--- config.mk ---
export PLATFORM = sky130hd
export DESIGN_NAME = bsg_trace_recorder
export DESIGN_NICKNAME = d
export VERILOG_FILES = /design/src/rtl/bsg_trace_recorder_pkg.sv /design/src/rtl/bsg_trace_recorder_gap_ctr.sv /design/src/rtl/bsg_trace_recorder.sv
export SDC_FILE = /design/constraint.sdc
export NUM_CORES = 1
export LEC_CHECK = 0
export BUFFER_PORTS_ARGS = -buffer_cell sky130_fd_sc_hd__buf_4
export CAP_MARGIN = 20
export CORE_AREA = 2 2 68 70
export CTS_BUF_LIST = sky130_fd_sc_hd__clkbuf_8
export CTS_CLUSTER_SIZE = 10
export DETAILED_ROUTE_END_ITERATION = 8
export DIE_AREA = 0 0 70 72
export PLACE_DENSITY_LB_ADDON = 0.25
export REMOVE_ABC_BUFFERS = 1
export SKIP_LAST_GASP = 1
export SLEW_MARGIN = 20
export SYNTH_ARGS = -nofsm -noshare
export SYNTH_HDL_FRONTEND = slang
export SYNTH_SLANG_ARGS = --single-unit
--- constraint.sdc ---
create_clock -name clk_i -period 3.44 [get_ports clk_i]
set_input_delay 0 -clock clk_i [delete_from_list [all_inputs] [get_ports clk_i]]
set_output_delay 0 -clock clk_i [all_outputs]
set_load 0.03 [all_outputs]
--- src/rtl/bsg_trace_recorder_pkg.sv ---
// bsg_trace_recorder_pkg
//   Shared definitions for the trace recorder:
//     - trace record opcodes (SEND, FINISH, WAIT), matching bsg_trace_replay
//     - recorder FSM state enum
//     - BSG_TRACE_RECORD_T(pw): packed {op[3:0], payload[pw-1:0]} record type.
//       A package cannot take parameters, so each user instantiates the
//       record type at its own payload width through this macro.
//   No ports.

`ifndef BSG_TRACE_RECORDER_PKG_SV
`define BSG_TRACE_RECORDER_PKG_SV

`define BSG_TRACE_RECORD_T(pw) struct packed { logic [3:0] op; logic [(pw)-1:0] payload; }

package bsg_trace_recorder_pkg;

   localparam logic [3:0] op_send_c   = 4'b0001;
   localparam logic [3:0] op_finish_c = 4'b0100;
   localparam logic [3:0] op_wait_c   = 4'b0101;

   typedef enum logic [2:0] {
      REC       = 3'd0,
      EMIT_WAIT = 3'd1,
      EMIT_SEND = 3'd2,
      EMIT_FIN  = 3'd3,
      DONE      = 3'd4
   } state_e;

endpackage

`endif

--- src/rtl/bsg_trace_recorder_gap_ctr.sv ---
// bsg_trace_recorder_gap_ctr
//   Saturating idle-cycle counter. Clear has priority over enable; the count
//   sticks at all-ones instead of wrapping so a very long gap is recorded as
//   the largest representable delay.
//   Ports:
//     clk_i    clock
//     reset_i  asynchronous active-high reset (count -> 0)
//     en_i     count one more idle cycle
//     clr_i    restart from zero
//     count_o  current count

module bsg_trace_recorder_gap_ctr #(
   parameter int width_p = 10
) (
   input  logic               clk_i,
   input  logic               reset_i,
   input  logic               en_i,
   input  logic               clr_i,
   output logic [width_p-1:0] count_o
);

   localparam logic [width_p-1:0] one_lp = width_p'(1);

   logic [width_p-1:0] count_r;

   always_ff @(posedge clk_i or posedge reset_i) begin
      if (reset_i) begin
         count_r <= '0;
      end else if (clr_i) begin
         count_r <= '0;
      end else if (en_i && (count_r != '1)) begin
         count_r <= count_r + one_lp;
      end
   end

   assign count_o = count_r;

endmodule

--- src/rtl/bsg_trace_recorder.sv ---
// bsg_trace_recorder
//   Captures a valid/ready payload stream into a trace memory as
//   {op[3:0], payload} records readable by bsg_trace_replay. Each accepted
//   payload becomes a SEND record, the trace is closed with a FINISH record.
//   Build option BSG_TRACE_RECORDER_GAP_EN: when defined, idle cycles between
//   accepts are counted and emitted as a WAIT record ahead of the next SEND.
//   Ports:
//     clk_i, reset_i   clock, asynchronous active-high reset
//     en_i             recording enable (no accepts, gap counter holds when 0)
//     v_i, data_i      input payload stream
//     ready_o          input accepted when v_i & ready_o
//     finish_i         one-cycle request to close the trace
//     mem_v_o, mem_addr_o, mem_data_o, mem_ready_i
//                      trace-memory write port
//     count_o          records written (saturates at 2^mem_addr_width_p-1)
//     done_o           trace closed (sticky until reset)
//     overflow_o       trace closed because capacity ran out
//
// Handshakes: a transfer happens on a rising clock edge where valid & ready
// are both 1. ready_o depends only on state, address and en_i, never on v_i.
// mem_v_o/mem_addr_o/mem_data_o come straight from registers and hold while
// mem_v_o & !mem_ready_i.

module bsg_trace_recorder
   import bsg_trace_recorder_pkg::*;
#(
   parameter int payload_width_p  = 10,
   parameter int mem_addr_width_p = 16
) (
   input  logic                        clk_i,
   input  logic                        reset_i,
   input  logic                        en_i,
   input  logic                        v_i,
   input  logic [payload_width_p-1:0]  data_i,
   output logic                        ready_o,
   input  logic                        finish_i,
   output logic                        mem_v_o,
   output logic [mem_addr_width_p-1:0] mem_addr_o,
   output logic [payload_width_p+3:0]  mem_data_o,
   input  logic                        mem_ready_i,
   output logic [mem_addr_width_p-1:0] count_o,
   output logic                        done_o,
   output logic                        overflow_o
);

   typedef `BSG_TRACE_RECORD_T(payload_width_p) record_t;

   localparam int depth_lp = 1 << mem_addr_width_p;
   // Room kept free so a full WAIT/SEND pair (or SEND alone) plus FINISH
   // always fits after the last accept.
`ifdef BSG_TRACE_RECORDER_GAP_EN
   localparam int reserve_lp = 3;
`else
   localparam int reserve_lp = 2;
`endif
   // One extra address bit: after the final FINISH the address can equal depth.
   localparam logic [mem_addr_width_p:0] addr_limit_lp = (mem_addr_width_p+1)'(depth_lp - reserve_lp);
   localparam logic [mem_addr_width_p:0] addr_one_lp   = (mem_addr_width_p+1)'(1);

   state_e                        state_r, state_n;
   logic [mem_addr_width_p:0]     addr_r, addr_n;
   logic                          fin_r, fin_n;
   logic                          ovf_pend_r, ovf_pend_n;
   logic                          ovf_r, ovf_n;
   logic                          mem_v_r, mem_v_n;
   logic [mem_addr_width_p-1:0]   mem_addr_r, mem_addr_n;
   record_t                       mem_rec_r, mem_rec_n;
   logic                          accept;
   logic                          fin_req;

   assign ready_o = en_i & (state_r == REC) & (addr_r <= addr_limit_lp);
   assign accept  = v_i & ready_o;
   assign fin_req = fin_r | finish_i;

`ifdef BSG_TRACE_RECORDER_GAP_EN
   logic [payload_width_p-1:0] gap;
   logic [payload_width_p-1:0] data_r, data_n;

   // Only idle REC cycles count; cycles spent emitting records are not gaps.
   bsg_trace_recorder_gap_ctr #(.width_p(payload_width_p)) gap_ctr (
      .clk_i   (clk_i),
      .reset_i (reset_i),
      .en_i    (en_i & (state_r == REC) & ~accept),
      .clr_i   (accept),
      .count_o (gap)
   );
`endif

   always_comb begin
      state_n    = state_r;
      addr_n     = addr_r;
      fin_n      = fin_r;
      ovf_pend_n = ovf_pend_r;
      ovf_n      = ovf_r;
      mem_v_n    = mem_v_r;
      mem_addr_n = mem_addr_r;
      mem_rec_n  = mem_rec_r;
`ifdef BSG_TRACE_RECORDER_GAP_EN
      data_n     = data_r;
`endif
      if (state_r != DONE) begin
         fin_n = fin_req;
      end

      case (state_r)
         REC: begin
            // Accept beats a same-cycle finish; the sticky flag closes the
            // trace once the SEND has been written.
            if (accept) begin
               mem_v_n    = 1'b1;
               mem_addr_n = addr_r[mem_addr_width_p-1:0];
`ifdef BSG_TRACE_RECORDER_GAP_EN
               data_n = data_i;
               if (gap != '0) begin
                  state_n   = EMIT_WAIT;
                  mem_rec_n = '{op: op_wait_c, payload: gap};
               end else begin
                  state_n   = EMIT_SEND;
                  mem_rec_n = '{op: op_send_c, payload: data_i};
               end
`else
               state_n   = EMIT_SEND;
               mem_rec_n = '{op: op_send_c, payload: data_i};
`endif
            end else if (fin_req || (addr_r > addr_limit_lp)) begin
               state_n    = EMIT_FIN;
               mem_v_n    = 1'b1;
               mem_addr_n = addr_r[mem_addr_width_p-1:0];
               mem_rec_n  = '{op: op_finish_c, payload: '0};
               ovf_pend_n = ~fin_req;
            end
         end
`ifdef BSG_TRACE_RECORDER_GAP_EN
         EMIT_WAIT: begin
            if (mem_ready_i) begin
               addr_n     = addr_r + addr_one_lp;
               state_n    = EMIT_SEND;
               mem_addr_n = addr_n[mem_addr_width_p-1:0];
               mem_rec_n  = '{op: op_send_c, payload: data_r};
            end
         end
`endif
         EMIT_SEND: begin
            if (mem_ready_i) begin
               addr_n  = addr_r + addr_one_lp;
               state_n = REC;
               mem_v_n = 1'b0;
            end
         end
         EMIT_FIN: begin
            if (mem_ready_i) begin
               addr_n  = addr_r + addr_one_lp;
               state_n = DONE;
               mem_v_n = 1'b0;
               ovf_n   = ovf_pend_r;
            end
         end
         default: begin
         end
      endcase
   end

   always_ff @(posedge clk_i or posedge reset_i) begin
      if (reset_i) begin
         state_r    <= REC;
         addr_r     <= '0;
         fin_r      <= 1'b0;
         ovf_pend_r <= 1'b0;
         ovf_r      <= 1'b0;
         mem_v_r    <= 1'b0;
         mem_addr_r <= '0;
         mem_rec_r  <= '0;
`ifdef BSG_TRACE_RECORDER_GAP_EN
         data_r     <= '0;
`endif
      end else begin
         state_r    <= state_n;
         addr_r     <= addr_n;
         fin_r      <= fin_n;
         ovf_pend_r <= ovf_pend_n;
         ovf_r      <= ovf_n;
         mem_v_r    <= mem_v_n;
         mem_addr_r <= mem_addr_n;
         mem_rec_r  <= mem_rec_n;
`ifdef BSG_TRACE_RECORDER_GAP_EN
         data_r     <= data_n;
`endif
      end
   end

   assign mem_v_o    = mem_v_r;
   assign mem_addr_o = mem_addr_r;
   assign mem_data_o = mem_rec_r;
   assign done_o     = (state_r == DONE);
   assign overflow_o = ovf_r;
   // A completely full trace (address == depth) does not fit the port width,
   // so the count pins at its maximum value.
   assign count_o    = addr_r[mem_addr_width_p] ? '1 : addr_r[mem_addr_width_p-1:0];

endmodule
==> impl_metrics.tcl, run 1 <==
set metrics [dict create \
    dp_hpwl_um 3150 \
    slew_viol_final 0 \
    clkTransAtPathRegs_ns 0.09 \
    setup_viol 0 \
    io_pins 66 \
    power-per-cell-area_nw_per_um2 679 \
    viasPerCell 5.39 \
    synth_common_cells "dfrtp_1 (52), mux2_1 (17), or2_2 (16)" \
    netlist_instances 184 \
    required_ns 3.62 \
    leakagePower_nw 1.58 \
    post_cts_buffers 0 \
    synth_top_cell_by_area "dfrtp_1" \
    finalSetupTns_ns 0 \
    drv_cap 0 \
    yosys_warnings 0 \
    antenna_found_initial 0 \
    status "finished, final reports clean" \
    clock-sinks 52 \
    worstSetupEndpointType "flip-flop" \
    cts_tree "done" \
    worst_hold_path_type "in -> reg" \
    route.detailed.drc 0 \
    grt_overflow 0 \
    die_w_um 70 \
    avgSynthCellArea_um2 12.3 \
    relSlewSlack 0.395 \
    row_count 24 \
    start_kind "flip-flop" \
    period_share 0.754 \
    worstMarginPinSlew_ns 0.904 \
    first_global_vias 1611 \
    portBuffers 63 \
    ys.flop_type "dfrtp_1" \
    skew_ns 0.00861 \
    antenna_cells 0 \
    dieArea_um2 5040 \
    hold_viol 0 \
    wire_per_inst_um 15.2 \
    synth_edf_count 0 \
    clock_latency_ns 0.30 \
    synth_most_common_cell "dfrtp_1" \
    arrival_ns 2.77 \
    first_pass_iters 4 \
    core_area_um2 4260 \
    ys_ff_latch 52 \
    cts_max_level 2 \
    crit_fanout 22 \
    grt_max_degree 53 \
    dp.cells 292 \
    fin_crit_ns 2.59 \
    fin_cells 310 \
    grt_use_total 0.192 \
    ant_nets 0 \
    area_delta_synth_final_pct 31.7 \
    fin_nets 277 \
    final_layout_size_suffix_gt1_frac 0.353 \
    cts_max_path_buffers 2 \
    fillers 323 \
    critical_path_class "reg -> reg" \
    postRouteWirelength_um 4710 \
    ir_worst_vdd_v 0.000466 \
    numCtsBuffers 5 \
    place_congestion 0.742 \
    die_y_um 72 \
    r2r_setup_slack_ns 0.85 \
    yosysTopAreaCellShare 0.577 \
    ys_top_cells_by_area "dfrtp_1 (58%), mux2_1 (8.5%), or2_2 (4.4%), a22o_1 (3.9%), xnor2_1 (3.5%)" \
    drt_iter0_drc 66 \
    grt_pass1_wl_um 7710 \
    num_vias 1672 \
    syn_area_um2 2260 \
    synth_cell_types 37 \
    yosysSeqAreaShare 0.577 \
    rsz0062_at_grt "false" \
    cts-root-buf "clkbuf_8" \
    initial_core_util 0.529 \
    fmax_mhz 386 \
    async_reset_ff_frac 1.00 \
]
==> layer usage <==
metal / wire [um] / GRT usage / up-vias
li1: - / - / 781
met1: 2120 / 0.257 / 826
met2: 2250 / 0.320 / 54
met3: 246 / 0.0444 / 11
met4: 95 / 0.0556 / 0
met5: 0 / 0 / -
==> sequential cells by signal, summed over array words and instances (netlist names) <==
register,count
fin_r,1
state_r,3
mem_addr_o,16
mem_v_o,1
overflow_o,1
ovf_pend_r,1
mem_data_o,12
addr_r,17
==> worst max-delay path: stages (launching register included) <==
cell and delay [ns]:
dfrtp_1 0.61, nand4b_1 0.28, or4_4 0.51, nor2_4 0.17, o21a_1 0.52, mux2_1 0.39
==> layout by cell type (no fill, tap or decap), types with 4 or more instances in the layout <==
| cell type | Yosys | routed |
|---|---|---|
| xor2_1 | 7 | 7 |
| nor2_1 | 7 | 7 |
| xnor2_1 | 9 | 9 |
| dlygate4sd3_1 | 0 | 12 |
| a22o_1 | 10 | 10 |
| nand3_1 | 5 | 5 |
| dfrtp_1 | 52 | 52 |
| or2_2 | 16 | 16 |
| nor3_1 | 4 | 4 |
| clkbuf_8 | 0 | 5 |
| buf_4 | 2 | 63 |
| nand2_1 | 11 | 11 |
| mux2_1 | 17 | 17 |
| nand4_1 | 8 | 8 |
==> area by class of cell <==
type / instances / area [um^2] / share of cell area
clock buffer: 5 / 68.8 / 0.0232
inverter: 4 / 16.3 / 0.00547
timing repair buffer: 75 / 593 / 0.200
clock inverter: 1 / 30.0 / 0.0101
multi-input combinational: 121 / 897 / 0.302
sequential: 52 / 1300 / 0.438
tap: 52 / 65.1 / 0.0219
==> final timing paths <==
kind	start	to	cells after the start
hold reg to reg	mem_addr_o[9]$_DFFE_PP0P_	mem_addr_o[9]$_DFFE_PP0P_	1
setup reg to reg	addr_r[16]$_DFFE_PP0P_	mem_addr_o[1]$_DFFE_PP0P_	5
min in group asynchronous	reset_i	mem_data_o[6]$_DFFE_PP0P_	3
hold / removal	mem_ready_i	addr_r[1]$_DFFE_PP0P_	3
max in group asynchronous	reset_i	addr_r[13]$_DFFE_PP0P_	3
setup / recovery	addr_r[16]$_DFFE_PP0P_	mem_addr_o[1]$_DFFE_PP0P_	5
==> cells by family after synthesis <==
logic type	after synthesis	share of synthesized area
other cells	1	0.00166
xor+xnor	16	0.0621
mux	18	0.0898
compound gates	19	0.0654
simple gates	64	0.166
buf+inv	12	0.0272
flops	52	0.577
fa+ha+maj	2	0.0111
==> metrics by stage <==
step           utilization  setup slack, ns  instance area, um^2  power [mW]  hold WS, ns
6_report             0.697            0.847                 2970        2.02        0.106
4_1_cts              0.694            0.839                 2960        2.03      0.00330
2_1_floorplan            -             1.25                 2210        1.33        0.138
5_1_grt              0.697            0.730                 2970        2.12        0.169
3_5_place_dp         0.645            0.876                 2750        1.63        0.228
3_3_place_gp         0.645            0.981                 2750        1.61        0.224
==> where the power goes <==
group	internal (mW)	total, mW	switching (mW)
combinational	0.312	0.759	0.448
clock	0.209	0.395	0.186
sequential	0.750	0.864	0.115
==> timing repair <==
action	in CTS	in global routing
gates resized for setup	0	0
hold buffers	11	1
endpoints found under the hold margin	11	52
Power figures use the tool's default switching activity.
==> run 2: changes to the inputs <==
--- a/config.mk
+++ b/config.mk
@@ -7,11 +7,11 @@
 export LEC_CHECK = 0
 export BUFFER_PORTS_ARGS = -buffer_cell sky130_fd_sc_hd__buf_4
 export CAP_MARGIN = 20
-export CORE_AREA = 2 2 68 70
+export CORE_AREA = 2 2 69 71
 export CTS_BUF_LIST = sky130_fd_sc_hd__clkbuf_8
 export CTS_CLUSTER_SIZE = 10
 export DETAILED_ROUTE_END_ITERATION = 8
-export DIE_AREA = 0 0 70 72
+export DIE_AREA = 0 0 71 73
 export PLACE_DENSITY_LB_ADDON = 0.25
 export REMOVE_ABC_BUFFERS = 1
 export SKIP_LAST_GASP = 1
==> constraint.sdc (replaced) <==
create_clock -name clk_i -period 2.65 [get_ports clk_i]
set_input_delay 0 -clock clk_i [delete_from_list [all_inputs] [get_ports clk_i]]
set_output_delay 0 -clock clk_i [all_outputs]
set_load 0.03 [all_outputs]
==> run 2 against run 1 <==
Net effect: die area up 2.8%; fmax up 13%; setup slack worse by 0.50 ns; critical path depth up 1; sequential power up 30%; first-iteration DRC count up 55%; via count up 0.18%; sequential cell count unchanged; final cell count up 3.2%; largest cell class unchanged; largest power group unchanged.
==> impl_metrics.tcl, run 2 (synthesis gave the netlist of run 1 again) <==
set metrics [dict create \
    crit_fanout 8 \
    route.met2.wl_um 2380 \
    placedInstanceArea_um2 2800 \
    slew_viol_final 0 \
    power-per-cell-area_nw_per_um2 886 \
    period_share 0.867 \
    grt_use_total 0.196 \
    clock_latency_ns 0.30 \
    top_layer_used "met4" \
    skew_ns 0.00676 \
    fmax_mhz 435 \
    num_vias 1675 \
    cts_tree "done" \
    fillers 364 \
    largest_register_ffs 17 \
    first_global_vias 1660 \
    arrival_ns 2.48 \
    fin_crit_ns 2.30 \
    finalPower_mw 2.70 \
    wl_met3_um 207 \
    wire_per_inst_um 14.7 \
    start_kind "flip-flop" \
    fin_hold_ws_ns 0.162 \
    setup_viol 0 \
    core_area_um2 4540 \
    antenna_cells 0 \
    antenna_found_initial 0 \
    place_congestion 0.752 \
    grt_overflow 0 \
    top_register "addr_r" \
    cts_max_level 2 \
    wl_met1_um 2050 \
    ant_nets 0 \
    layout_common_cells "buf_4 (69), dfrtp_1 (52), mux2_1 (17)" \
    worstSetupEndpointType "flip-flop" \
    final_common_cell "buf_4" \
    final_layout_size_suffix_gt1_frac 0.372 \
    grt_max_degree 53 \
    worst_hold_path_type "in -> reg" \
    numCtsBuffers 5 \
    worstMarginPinSlew_ns 0.850 \
    fin_nets 283 \
    portBuffers 63 \
    finalSetupTns_ns 0 \
    final_area_um2 3050 \
    drv_cap 0 \
    cts-root-buf "clkbuf_8" \
    status "finished, final reports clean" \
    relSlewSlack 0.432 \
    drt_iter0_drc 102 \
    die_y_um 73 \
    grt_pass1_wl_um 7930 \
    die_w_um 71 \
    postRouteWirelength_um 4690 \
    clock-sinks 52 \
    io_pins 66 \
    row_count 25 \
    viasPerCell 5.23 \
    dieArea_um2 5180 \
    cts_max_path_buffers 2 \
    first_pass_iters 4 \
    leakagePower_nw 1.62 \
    hold_viol 0 \
    initial_core_util 0.497 \
    rsz0062_at_grt "false" \
    critical_path_class "reg -> reg" \
    dp_hpwl_um 3260 \
    route.detailed.drc 0 \
    clkTransAtPathRegs_ns 0.09 \
    ir_worst_vdd_v 0.000706 \
    required_ns 2.83 \
    area_delta_synth_final_pct 35.1 \
]
## run 2: cell types whose count changed in the layout (fill, tap and decap cells not counted)
cell / before / now
buf_4: 63 / 69
clkbuf_8: 5 / 7
## run 2: layout make-up
type | instances | area, um^2 | share of cell area
Sequential cell | 52 | 1300 | 0.427
Multi-Input combinational cell | 121 | 897 | 0.294
Timing Repair Buffer | 81 | 638 | 0.209
Clock buffer | 7 | 96.3 | 0.0316
Tap cell | 54 | 67.6 | 0.0222
Clock inverter | 1 | 30.0 | 0.00986
Inverter | 4 | 16.3 | 0.00534
## run 2: per-layer routing
| layer | global-route usage | vias up |
|---|---|---|
| li1 | - | 794 |
| met1 | 0.267 | 822 |
| met3 | 0.0387 | 6 |
| met2 | 0.324 | 53 |
| met4 | 0.0566 | 0 |
| met5 | 0 | - |
## run 2: through the flow
stage | util | std cells | worst slack, ns
floorplan | - | 177 | 0.463
global placement | 0.617 | 300 | 0.443
detailed placement | 0.617 | 300 | 0.360
CTS | 0.671 | 320 | 0.339
global route | 0.672 | 320 | 0.213
finish | 0.672 | 320 | 0.352
## run 2: repair_timing
| item | CTS | global route |
|---|---|---|
| resized for setup | 0 | 0 |
| hold endpoints to repair | 22 | 0 |
| buffers inserted | 0 | 0 |
| hold buffers | 12 | 0 |
## run 2: worst max-delay path, cell delays in order (launching register included)
cell	delay [ns]
dfrtp_1	0.46
nand4_1	0.18
or4_4	0.58
nor2_4	0.17
o21a_1	0.24
buf_4	0.21
mux2_1	0.34
## run 2: where the power goes
group	switching [mW]	internal [mW]	leakage, nW	total [mW]
Combinational	0.576	0.422	0.869	0.998
Sequential	0.142	0.973	0.689	1.12
Clock	0.251	0.333	0.0645	0.585
## run 2: worst paths after layout
kind / startpoint / end / slack, ns / cells after the start
min in group asynchronous: reset_i / mem_addr_o[15]$_DFFE_PP0P_ / 0.42 / 3
max reg2reg: addr_r[4]$_DFFE_PP0P_ / mem_addr_o[4]$_DFFE_PP0P_ / 0.35 / 6
min reg2reg: mem_addr_o[3]$_DFFE_PP0P_ / mem_addr_o[3]$_DFFE_PP0P_ / 0.49 / 1
max in group asynchronous: reset_i / mem_addr_o[1]$_DFFE_PP0P_ / 1.73 / 3
max: addr_r[4]$_DFFE_PP0P_ / mem_addr_o[4]$_DFFE_PP0P_ / 0.35 / 6
min: mem_ready_i / addr_r[0]$_DFFE_PP0P_ / 0.16 / 3
